===== config.mk =====
export PLATFORM = sky130hd
export DESIGN_NAME = bcd_to_bin
export DESIGN_NICKNAME = d
export VERILOG_FILES = /design/src/rtl/bcd_to_bin.sv
export SDC_FILE = /design/constraint.sdc
export NUM_CORES = 1
export LEC_CHECK = 0
export ABC_AREA = 0
export ABC_CLOCK_PERIOD_IN_PS = 4000
export CORE_UTILIZATION = 40
export CTS_CLUSTER_DIAMETER = 80
export DETAILED_ROUTE_END_ITERATION = 12
export DONT_BUFFER_PORTS = 1
export SKIP_CTS_REPAIR_TIMING = 1
export SLEW_MARGIN = 0
export SYNTH_ARGS = -nofsm -noshare
export SYNTH_HDL_FRONTEND = slang
export SYNTH_SLANG_ARGS = --single-unit

===== constraint.sdc =====
create_clock -name clk -period 4 [get_ports clk]
set_input_delay 0.8 -clock clk [delete_from_list [all_inputs] [get_ports clk]]
set_output_delay 0.8 -clock clk [all_outputs]
set_load 0.01 [all_outputs]

===== src/rtl/bcd_to_bin.sv =====
// Packed 8-digit BCD to 27-bit binary converter.
// Works through the digits one per clock, most-significant first, using acc = acc*10 + digit.
// Handshake: start is accepted only in IDLE; busy is high while converting; done pulses once at completion.
//
//   state   | meaning
//   --------+-------------------------------------------------------------
//   IDLE    | waiting for start; binary/err hold the last completed result
//   CONVERT | one digit accumulated per clock, 8 clocks total
module bcd_to_bin #(
  parameter int N_DIGITS = 8,
  parameter int BIN_W    = 27
) (
  input  logic             clk,
  input  logic             rst,
  input  logic             start,
  input  logic [3:0]       one,
  input  logic [3:0]       ten,
  input  logic [3:0]       hundred,
  input  logic [3:0]       thousands,
  input  logic [3:0]       ten_thousands,
  input  logic [3:0]       hundred_thousands,
  input  logic [3:0]       millions,
  input  logic [3:0]       ten_millions,
  output logic [BIN_W-1:0] binary,
  output logic             busy,
  output logic             done,
  output logic             err
);

  localparam int SR_W  = 4 * N_DIGITS;
  localparam int CNT_W = (N_DIGITS > 1) ? $clog2(N_DIGITS) : 1;
  localparam logic [CNT_W-1:0] CNT_LAST = CNT_W'(N_DIGITS - 1);

  typedef enum logic {IDLE, CONVERT} state_t;

  state_t           state, state_nxt;
  logic [SR_W-1:0]  sr, sr_nxt;
  logic [BIN_W-1:0] acc, acc_nxt;
  logic [CNT_W-1:0] cnt, cnt_nxt;
  logic             eflag, eflag_nxt;
  logic [BIN_W-1:0] binary_nxt;
  logic             busy_nxt, done_nxt, err_nxt;

  logic [3:0]       digit;
  logic             digit_bad;
  logic [BIN_W-1:0] acc_step;

  // Current top digit and the acc*10 + digit step. The multiply by ten is done as
  // shift-and-add with 4 extra bits of headroom, and the sum is then truncated,
  // so an out-of-range digit simply wraps instead of saturating.
  always_comb begin
    digit     = sr[SR_W-1 -: 4];
    digit_bad = (digit > 4'd9);
    acc_step  = BIN_W'(({4'b0000, acc} << 3) + ({4'b0000, acc} << 1)
                       + (BIN_W + 4)'(digit));
  end

  // State register.
  always_ff @(posedge clk or posedge rst) begin
    if (rst) state <= IDLE;
    else     state <= state_nxt;
  end

  // Next-state logic and datapath updates; every output gets its next value here.
  always_comb begin
    state_nxt  = state;
    sr_nxt     = sr;
    acc_nxt    = acc;
    cnt_nxt    = cnt;
    eflag_nxt  = eflag;
    binary_nxt = binary;
    err_nxt    = err;
    busy_nxt   = busy;
    done_nxt   = 1'b0;
    case (state)
      IDLE: begin
        busy_nxt = 1'b0;
        if (start) begin
          sr_nxt    = {ten_millions, millions, hundred_thousands, ten_thousands,
                       thousands, hundred, ten, one};
          acc_nxt   = '0;
          cnt_nxt   = '0;
          eflag_nxt = 1'b0;
          busy_nxt  = 1'b1;
          state_nxt = CONVERT;
        end
      end
      CONVERT: begin
        acc_nxt   = acc_step;
        sr_nxt    = {sr[SR_W-5:0], 4'h0};
        cnt_nxt   = cnt + 1'b1;
        eflag_nxt = eflag | digit_bad;
        if (cnt == CNT_LAST) begin
          binary_nxt = acc_step;
          err_nxt    = eflag | digit_bad;
          done_nxt   = 1'b1;
          busy_nxt   = 1'b0;
          cnt_nxt    = '0;
          state_nxt  = IDLE;
        end
      end
      default: state_nxt = IDLE;
    endcase
  end

  // Datapath and output registers; all outputs are driven straight from flops.
  always_ff @(posedge clk or posedge rst) begin
    if (rst) begin
      sr     <= '0;
      acc    <= '0;
      cnt    <= '0;
      eflag  <= 1'b0;
      binary <= '0;
      err    <= 1'b0;
      busy   <= 1'b0;
      done   <= 1'b0;
    end else begin
      sr     <= sr_nxt;
      acc    <= acc_nxt;
      cnt    <= cnt_nxt;
      eflag  <= eflag_nxt;
      binary <= binary_nxt;
      err    <= err_nxt;
      busy   <= busy_nxt;
      done   <= done_nxt;
    end
  end

endmodule

## After elaboration in Yosys (flattened, before gate mapping)

Index checks and enable logic that the tools add are counted.

| word-level totals | value |
|---|---|
| memory bits (writable) | 0 |
| bits of input ports | 35 |
| latch bits | 0 |
| ROM bits | 0 |
| output and inout port bits | 30 |
| bits in registers | 93 |
| memories kept | 0 |

| cells by class | value |
|---|---|
| reduce and logical (&&, ||, !) cells | 1 |
| bitwise logic cells | 2 |
| add/sub/neg operators | 3 |
| shifts and indexed selects | 0 |
| $mul | 0 |
| magnitude comparators | 1 |
| divide/modulo/power cells | 0 |
| muxes and demuxes | 16 |
| equality and inequality tests | 3 |

Operator list:

| kind | count |
|---|---|
| 32-bit case mux with 2 select lines | 1 |
| 26-bit case mux with 2 select lines | 1 |
| 32-bit two-way mux | 1 |
| 27-bit adder | 1 |
| 27-bit by 4-bit adder with 27-bit output | 1 |
| 26-bit two-way mux | 1 |
| 1-bit two-way mux | 6 |
| 3-bit two-way mux | 2 |
| 1-bit case mux with 2 select lines | 3 |
| 3-bit case mux with 2 select lines | 1 |
| 4-bit > comparator, second input constant | 1 |
| 3-bit by 1-bit adder with 3-bit output, second input constant | 1 |
| 3-bit equality test, second input constant | 1 |
| 2-bit by 1-bit != test with 1-bit output, second input constant | 1 |
| 2-bit != test, second input constant | 1 |
| 2-bit AND reduction | 1 |
| 1-bit NOT | 1 |
| 1-bit OR | 1 |

## Logic depth before layout (Yosys ltp)

Gate-level depths: netlist (run 1).

| logic depth | value |
|---|---|
| depth after elaboration | 3 |
| mapped depth | 10 |
| gate-level depth less buffers | 10 |

## Worst setup path before layout (run 1)

OpenSTA, ideal clock, no wires.

| timing | value |
|---|---|
| path type | flip-flop to flip-flop |
| start | register acc[0] |
| end | register acc[22] |
| path slack | 1.441 ns |
| data arrival time | 2.437 ns |
| cell stages (with the launch flop) | 10 |
| data required time | 3.878 ns |
| library setup time | 0.122 ns |
| cell sequence | dfrtp_1 > inv_1 > fa_1 > fa_1 > nand2b_1 > a21oi_1 > o211ai_1 > a21oi_1 > o21ai_0 > a32o_1 |

| on the way | value |
|---|---|
| word-level cells in the longest chain between the ends | 3 |

Ends and longest elaborated chain:

| what | RTL line | text |
|---|---|---|
| start: declaration | 38 | `logic [BIN_W-1:0] acc, acc_nxt;` |
| start signal: assignment | 119 | `acc <= acc_nxt;` |
| 27-bit adder | 54 | `acc_step = BIN_W'(({4'b0000, acc} << 3) + ({4'b0000, acc} << 1)` |
| 27-bit by 4-bit adder with 27-bit output | 55 | `+ (BIN_W + 4)'(digit));` |
| 26-bit case mux with 2 select lines | 75 | `case (state)` |

Every way passes these cells.
A chain may end at the register's enable or synchronous reset.

## Worst setup path after layout (run 1)

Ends and elaborated chain as after synthesis.

==> results of run 1 <==
## cell families (layout without fill, tap and decap cells)
group,Yosys count,count (layout),synth area share (%)
AND/OR/NAND/NOR,186,186,14.8
flip-flops,93,93,41.5
adder cells (fa/ha/maj),52,52,11.9
buffers and inverters,47,36,3.68
AO/OA/AOI/OAI,147,147,17.8
multiplexers,42,42,7.65
XOR/XNOR,17,17,2.66
## cells in the final DEF (no fill, tap or decap), types with 10 or more instances in the layout
cell type and n:
a21oi_1 22, and3_1 13, inv_1 14, nor2_1 22, dfrtp_1 92, a21o_1 11
o21ai_0 50, o21ai_1 10, ha_1 50, mux2i_1 35, nand2_1 114
## routing by layer
| layer | up-vias | part of all wire (%) | track usage, % |
|---|---|---|---|
| li1 | 2027 | - | - |
| met1 | 2002 | 45 | 23.8 |
| met2 | 100 | 45 | 28.7 |
| met3 | 21 | 6.9 | 5.47 |
| met4 | 0 | 2.5 | 8.18 |
| met5 | - | 0 | 0 |
## cell type report
class                      count  area share (%)
tap                          176            3.66
timing repair buffer           4           0.499
clock inverter                 5            1.06
sequential                    93            38.7
clock buffer                  11            4.03
multi-input combinational    444            51.0
inverter                      16            1.04
## final timing paths
check,from,endpoint,slack [ns],cells after the start
min,sr[2]$_DFFE_PP0P_,sr[6]$_DFFE_PP0P_,0.49,2
max reg2reg,acc[0]$_DFFE_PP0P_,acc[22]$_DFFE_PP0P_,1.15,9
max in group asynchronous,rst,binary[2]$_DFFE_PP0P_,2.69,2
min reg2reg,sr[2]$_DFFE_PP0P_,sr[6]$_DFFE_PP0P_,0.49,2
max,acc[0]$_DFFE_PP0P_,acc[22]$_DFFE_PP0P_,1.15,9
min in group asynchronous,rst,sr[6]$_DFFE_PP0P_,0.50,1
## critical path, delay by kind of cell (launching register included)
family,cells,cell delay [ns]
AO/OA/AOI/OAI,5,1.16
adder cells (fa/ha/maj),2,0.93
buffers and inverters,1,0.10
flip-flops,1,0.38
AND/OR/NAND/NOR,1,0.18
## stage by stage
step           hold WS (ns)  worst slack [ns]
5_1_grt               0.519             0.938
6_report              0.489              1.15
4_1_cts               0.490              1.13
3_3_place_gp          0.471              1.22
2_1_floorplan         0.449             0.780
3_5_place_dp          0.472              1.15
## flip-flops by register name, summed over array words and instances, names as in the netlist
register and cells:
sr 32, binary 27, acc 26, cnt 3
busy 1, done 1, eflag 1, err 1
state 1
==> reports/qor.yml, run 1 <==
status: "complete, no violations"
antenna_found_initial: 0
period_needed_ns: 2.85
io_pins: 65
placed_area_sq_um: 5710
place_hpwl_mm: 8.75
cts_buffers: 9
row_count: 42
synth.top_cells.by_area: "dfrtp_1 (42%), ha_1 (11%), nand2_1 (7.6%)"
post-route-util_pct: 44.8
first_pass_iters: 4
max_freq_mhz: 351
htree_levels: 3
synth_ff_type: "dfrtp_1"
synth_most_common_cell: "nand2_1"
cts.clk_slew.worst_paths_ns: 0.07
drv_cap: 0
antenna_left: 0
clock_sinks: 93
worstSetupPathType: "flip-flop to flip-flop"
dp_cells: 733
drt-wirelength-per-cell_um: 16.4
clock_latency_ns: 0.35
gp_congestion: 0.904
rsz0062_at_grt: "no"
synthArstFlopShare_pct: 100
fill_cells: 1321
stdcell_count: 749
syn_area_sq_um: 5610
area_delta_synth_final_pct: 7.39
fin_setup_tns_ns: 0
design_area_sq_um: 6020
worstPathMaxFanout: 4
drt-total-wl_mm: 12.3
start_util_pct: 41.7
hp-class: "flip-flop to flip-flop"
finClkSkew_ns: 0.00863
startpoint_type: "flip-flop"
grt-ovfl-total: 0
arrival_ns: 3.09
portBuffers: 0
drive_above_1_share_pct: 9.25
synth-seq-cells: 93
grt_max_degree: 97
core_sq_um: 13500
num-nets-final: 655
first_global_vias: 4280
drv_slew: 0
cts-root-buf: "clkbuf_16"
synth_nets: 671
synth_cells: 584
die_h_um: 120
num_vias: 4150
avgSynthCellArea_sq_um: 9.60
relSlewSlack_pct: 38.8
routed_via_density: 5.54
synth-seq-area-share_pct: 41.5
multi_input_area_sq_um: 3070
slowest_delay_ns: 0.47
cp.required_ns: 4.24
netlist.area_leader.share_pct: 41.5
die-area_sq_um: 14500
synth_common_cells: "nand2_1 (114), dfrtp_1 (93), ha_1 (50), o21ai_0 (50), mux2i_1 (35)"
cpMaxStageDelayCell: "fa_1"
grt_usage_pct: 18.5
drc_errors: 0
die_w_um: 120
antennaDiodeCount: 0
worst_pin_slew_ns: 0.918
synth_top_cell_by_area: "dfrtp_1"
hold_viol_final: 0
ys_warn_count: 0
grt_pass1_wl_mm: 21.3
drtIter0Drc: 222
yosysUniqueCellTypes: 53
crit_chain: "inv_1, fa_1, fa_1, nand2b_1, a21oi_1, o211ai_1, a21oi_1, o21ai_0, a32o_1"
synth_edf_count: 0
cts_buffer_depth: 2
finalCritPeriodShare_pct: 71.1
cts_tree: "done"
seq_area_sq_um: 2330
setup_violations: 0
endpoint_kind: "flip-flop"
Power of run 1 is not shown: default switching activity piles up to over one toggle a cycle in this logic, so the estimate is an artifact.
==> inputs of run 2 (changes only) <==
ABC_CLOCK_PERIOD_IN_PS = 2700   (was 4000)
clock period = 2.7 ns   (was 4 ns; I/O delays follow)
==> reports/qor.yml, run 2 (same netlist as run 1, synthesis figures left out) <==
status: "finished with violations"
violations: "negative setup slack"
placed_area_sq_um: 5800
fill_cells: 1315
drtIter0Drc: 213
relSlewSlack_pct: 47.3
die_w_um: 120
area_delta_synth_final_pct: 12.0
htree_levels: 3
cts_buffer_depth: 2
num_vias: 4230
gp_congestion: 0.893
fin_ws_ns: -0.0104
drc_errors: 0
dp_cells: 742
die_h_um: 120
finalCritPeriodShare_pct: 100
max_freq_mhz: 369
worstPathMaxFanout: 4
cts_buffers: 9
top_regs: "sr x32, binary x27, acc x26"
grt_usage_pct: 19.0
grt_max_degree: 94
place_hpwl_mm: 9.09
layout_common_cells: "nand2_1 (113), dfrtp_1 (92), ha_1 (49)"
row_count: 42
portBuffers: 0
first_global_vias: 4396
antenna_found_initial: 0
clock_sinks: 93
worstSetupPathType: "flip-flop to flip-flop"
stdcell_count: 763
core_sq_um: 13500
arrival_ns: 2.96
largest_register: "sr"
setup_violations: 2
num-nets-final: 669
clock_latency_ns: 0.36
hold_viol_final: 0
endpoint_kind: "flip-flop"
cts.clk_slew.worst_paths_ns: 0.07
drv_cap: 0
finClkSkew_ns: 0.0101
hp-class: "input port to async pin"
startpoint_type: "flip-flop"
layout_commonest_cell: "nand2_1"
rsz0062_at_grt: "yes"
drt-wirelength-per-cell_um: 16.8
drv_slew: 0
drive_above_1_share_pct: 15.5
design_area_sq_um: 6280
cts_tree: "done"
die-area_sq_um: 14500
worst_pin_slew_ns: 0.789
first_pass_iters: 4
antennaDiodeCount: 0
cts-root-buf: "clkbuf_16"
period_needed_ns: 2.71
cp.required_ns: 2.95
antenna_left: 0
grt-ovfl-total: 0
drt-total-wl_mm: 12.9
largest_reg_flops: 32
routed_via_density: 5.54
start_util_pct: 41.7
io_pins: 65
grt_pass1_wl_mm: 21.8
## run 2: changes by cell type in the layout (fill, tap and decap cells not counted), sizes merged
cell      previous run  this run
buf                  4        18
clkinvlp             1         2
inv                 19        17
bufinv               1         0
clkinv               0         2
## run 2: worst max-delay path, stage by stage (launching register included)
cell and delay [ns]:
dfrtp_1 0.38, inv_2 0.06, fa_2 0.58, inv_2 0.05, ha_4 0.22, a211oi_4 0.25
o211ai_2 0.18, nand4_1 0.19, a21oi_2 0.08, or3_4 0.37, a32o_1 0.25
## run 2: per-stage QoR
| step | hold slack, ns | util, % | setup WS (ns) | setup TNS (ns) |
|---|---|---|---|---|
| 2_1_floorplan | 0.449 | - | 0.141 | 0 |
| 3_3_place_gp | 0.470 | 43.1 | -0.0340 | -0.0340 |
| 3_5_place_dp | 0.466 | 43.1 | -0.0977 | -0.237 |
| 4_1_cts | 0.219 | 45.2 | -0.108 | -0.368 |
| 5_1_grt | 0.235 | 46.7 | -0.142 | -1.29 |
| 6_report | 0.194 | 46.7 | -0.0104 | -0.0142 |
## run 2: final timing paths
path / depth (start not counted) / start / endpoint / slack, ns
worst max-delay path: 10 / acc[2]$_DFFE_PP0P_ / acc[21]$_DFFE_PP0P_ / -0.01
worst min-delay path: 2 / rst / binary[1]$_DFFE_PP0P_ / 0.19
worst max register to register: 10 / acc[2]$_DFFE_PP0P_ / acc[21]$_DFFE_PP0P_ / -0.01
worst min register to register: 2 / sr[8]$_DFFE_PP0P_ / sr[12]$_DFFE_PP0P_ / 0.49
max in group asynchronous: 2 / rst / state$_DFF_PP0_ / 2.12
min in group clk: 1 / start / acc[0]$_DFFE_PP0P_ / 0.32
## run 2: area by class of cell
cell class / count / area (sq um) / share of cell area [%]
clock buffer: 11 / 243 / 3.87
multi-input combinational: 444 / 3230 / 51.4
timing repair buffer: 18 / 151 / 2.41
sequential: 93 / 2330 / 37.1
tap: 176 / 220 / 3.51
clock inverter: 5 / 42.5 / 0.678
inverter: 16 / 63.8 / 1.02
## run 2: per-layer routing
metal	share of wire (%)	track usage (%)	vias up
met3	6.2	6.32	24
li1	-	-	2046
met5	0	0	-
met1	44	23.8	2065
met4	2.2	6.94	0
met2	47	30.6	95
Power of run 2 is left out for the same reason.
==> inputs of run 3 (changes only) <==
--- a/config.mk
+++ b/config.mk
@@ -8,3 +8,3 @@
 export ABC_AREA = 0
-export ABC_CLOCK_PERIOD_IN_PS = 2700
+export ABC_CLOCK_PERIOD_IN_PS = 2750
 export CORE_UTILIZATION = 40
==> constraint.sdc (replaced) <==
create_clock -name clk -period 2.75 [get_ports clk]
set_input_delay 0.55 -clock clk [delete_from_list [all_inputs] [get_ports clk]]
set_output_delay 0.55 -clock clk [all_outputs]
set_load 0.05 [all_outputs]
==> reports/qor.yml, run 3 (same netlist as run 1, synthesis figures left out) <==
status: "complete, no violations"
largest_reg_flops: 32
hold_viol_final: 0
startpoint_type: "flip-flop"
worstSetupPathType: "flip-flop to flip-flop"
num_vias: 4233
largest_register: "sr"
dp_slack_ns: 0.0120
drt-total-wl_mm: 12.6
first_pass_iters: 5
fin_ws_ns: 0.0660
cp-startpoint: "acc[2]$_DFFE_PP0P_"
crit_chain: "buf_4, ha_1, ha_1, o211ai_1, a21oi_2, o211ai_1, a21oi_1, or3_4, a32o_1"
setup_violations: 0
io_pins: 65
max_freq_mhz: 373
drive_above_1_share_pct: 13.3
drt-wirelength-per-cell_um: 16.5
clock_sinks: 93
relSlewSlack_pct: 48.4
routed_via_density: 5.56
timing.hold.ws_ns: 0.205
hp-class: "input port to async pin"
portBuffers: 0
antenna_found_initial: 0
antenna_left: 0
slowest_delay_ns: 0.40
endpoint_kind: "flip-flop"
die_h_um: 120
grt_usage_pct: 18.6
grt_max_degree: 94
clock_latency_ns: 0.35
antennaDiodeCount: 0
seq_area_sq_um: 2330
first_global_vias: 4301
layout_common_cells: "nand2_1 (114), dfrtp_1 (92), o21ai_0 (50)"
place_hpwl_mm: 8.95
die-area_sq_um: 14500
period_needed_ns: 2.68
rr_startpoint: "acc[2]$_DFFE_PP0P_"
cts_tree: "done"
gp_congestion: 0.867
finalCritPeriodShare_pct: 97.6
core_sq_um: 13500
arrival_ns: 2.93
row_count: 42
layout_commonest_cell: "nand2_1"
num-nets-final: 668
drc_errors: 0
area_delta_synth_final_pct: 9.98
htree_levels: 3
grt-ovfl-total: 0
drv_slew: 0
cpMaxStageDelayCell: "or3_4"
top_regs: "sr x32, binary x27, acc x26"
cp.required_ns: 2.99
cts.clk_slew.worst_paths_ns: 0.07
multi_input_area_sq_um: 3140
worstPathMaxFanout: 4
finClkSkew_ns: 0.0101
cts_buffers: 9
drv_cap: 0
worst_pin_slew_ns: 0.773
drtIter0Drc: 194
die_w_um: 120
cts_buffer_depth: 2
start_util_pct: 41.7
grt_pass1_wl_mm: 21.4
fill_cells: 1328
cts-root-buf: "clkbuf_16"
rsz0062_at_grt: "yes"
-- run 3: critical path, delay by kind of cell, from the launching register on --
kind | cells | cell delay (ns)
flip-flops | 1 | 0.39
AO/OA/AOI/OAI | 5 | 1.06
AND/OR/NAND/NOR | 1 | 0.40
buffers and inverters | 1 | 0.14
adder cells (fa/ha/maj) | 2 | 0.60
-- run 3: cell type report --
class	count	share of cell area, %
inverter	16	1.03
clock buffer	11	3.77
sequential	93	37.8
timing repair buffer	17	2.27
multi-input combinational	444	50.9
tap	176	3.57
clock inverter	5	0.690
-- run 3: per-layer routing --
metal,global-route usage [%],wire length (um),up-vias
met5,0,0,-
met4,4.71,154,0
li1,-,-,2048
met2,29.9,5870,88
met3,6.32,744,12
met1,23.9,5780,2085
-- run 3: worst paths after layout --
path,endpoint,slack [ns],cells past startpoint
min in group clk,acc[2]$_DFFE_PP0P_,0.34,1
setup / recovery,acc[22]$_DFFE_PP0P_,0.07,9
hold / removal,binary[5]$_DFFE_PP0P_,0.20,2
max in group asynchronous,state$_DFF_PP0_,2.15,2
setup reg to reg,acc[22]$_DFFE_PP0P_,0.07,9
hold reg to reg,sr[15]$_DFFE_PP0P_,0.48,2
-- run 3: metrics by stage --
stage          instances  utilization (%)  cell area (sq um)    TNS, ns
2_1_floorplan        584                -               5610          0
3_3_place_gp         741             43.0               5790          0
3_5_place_dp         741             43.0               5790          0
4_1_cts              757             45.1               6060  -0.000475
5_1_grt              762             45.8               6170    -0.0742
6_report             762             45.8               6170          0
Power of run 3 is left out for the same reason.
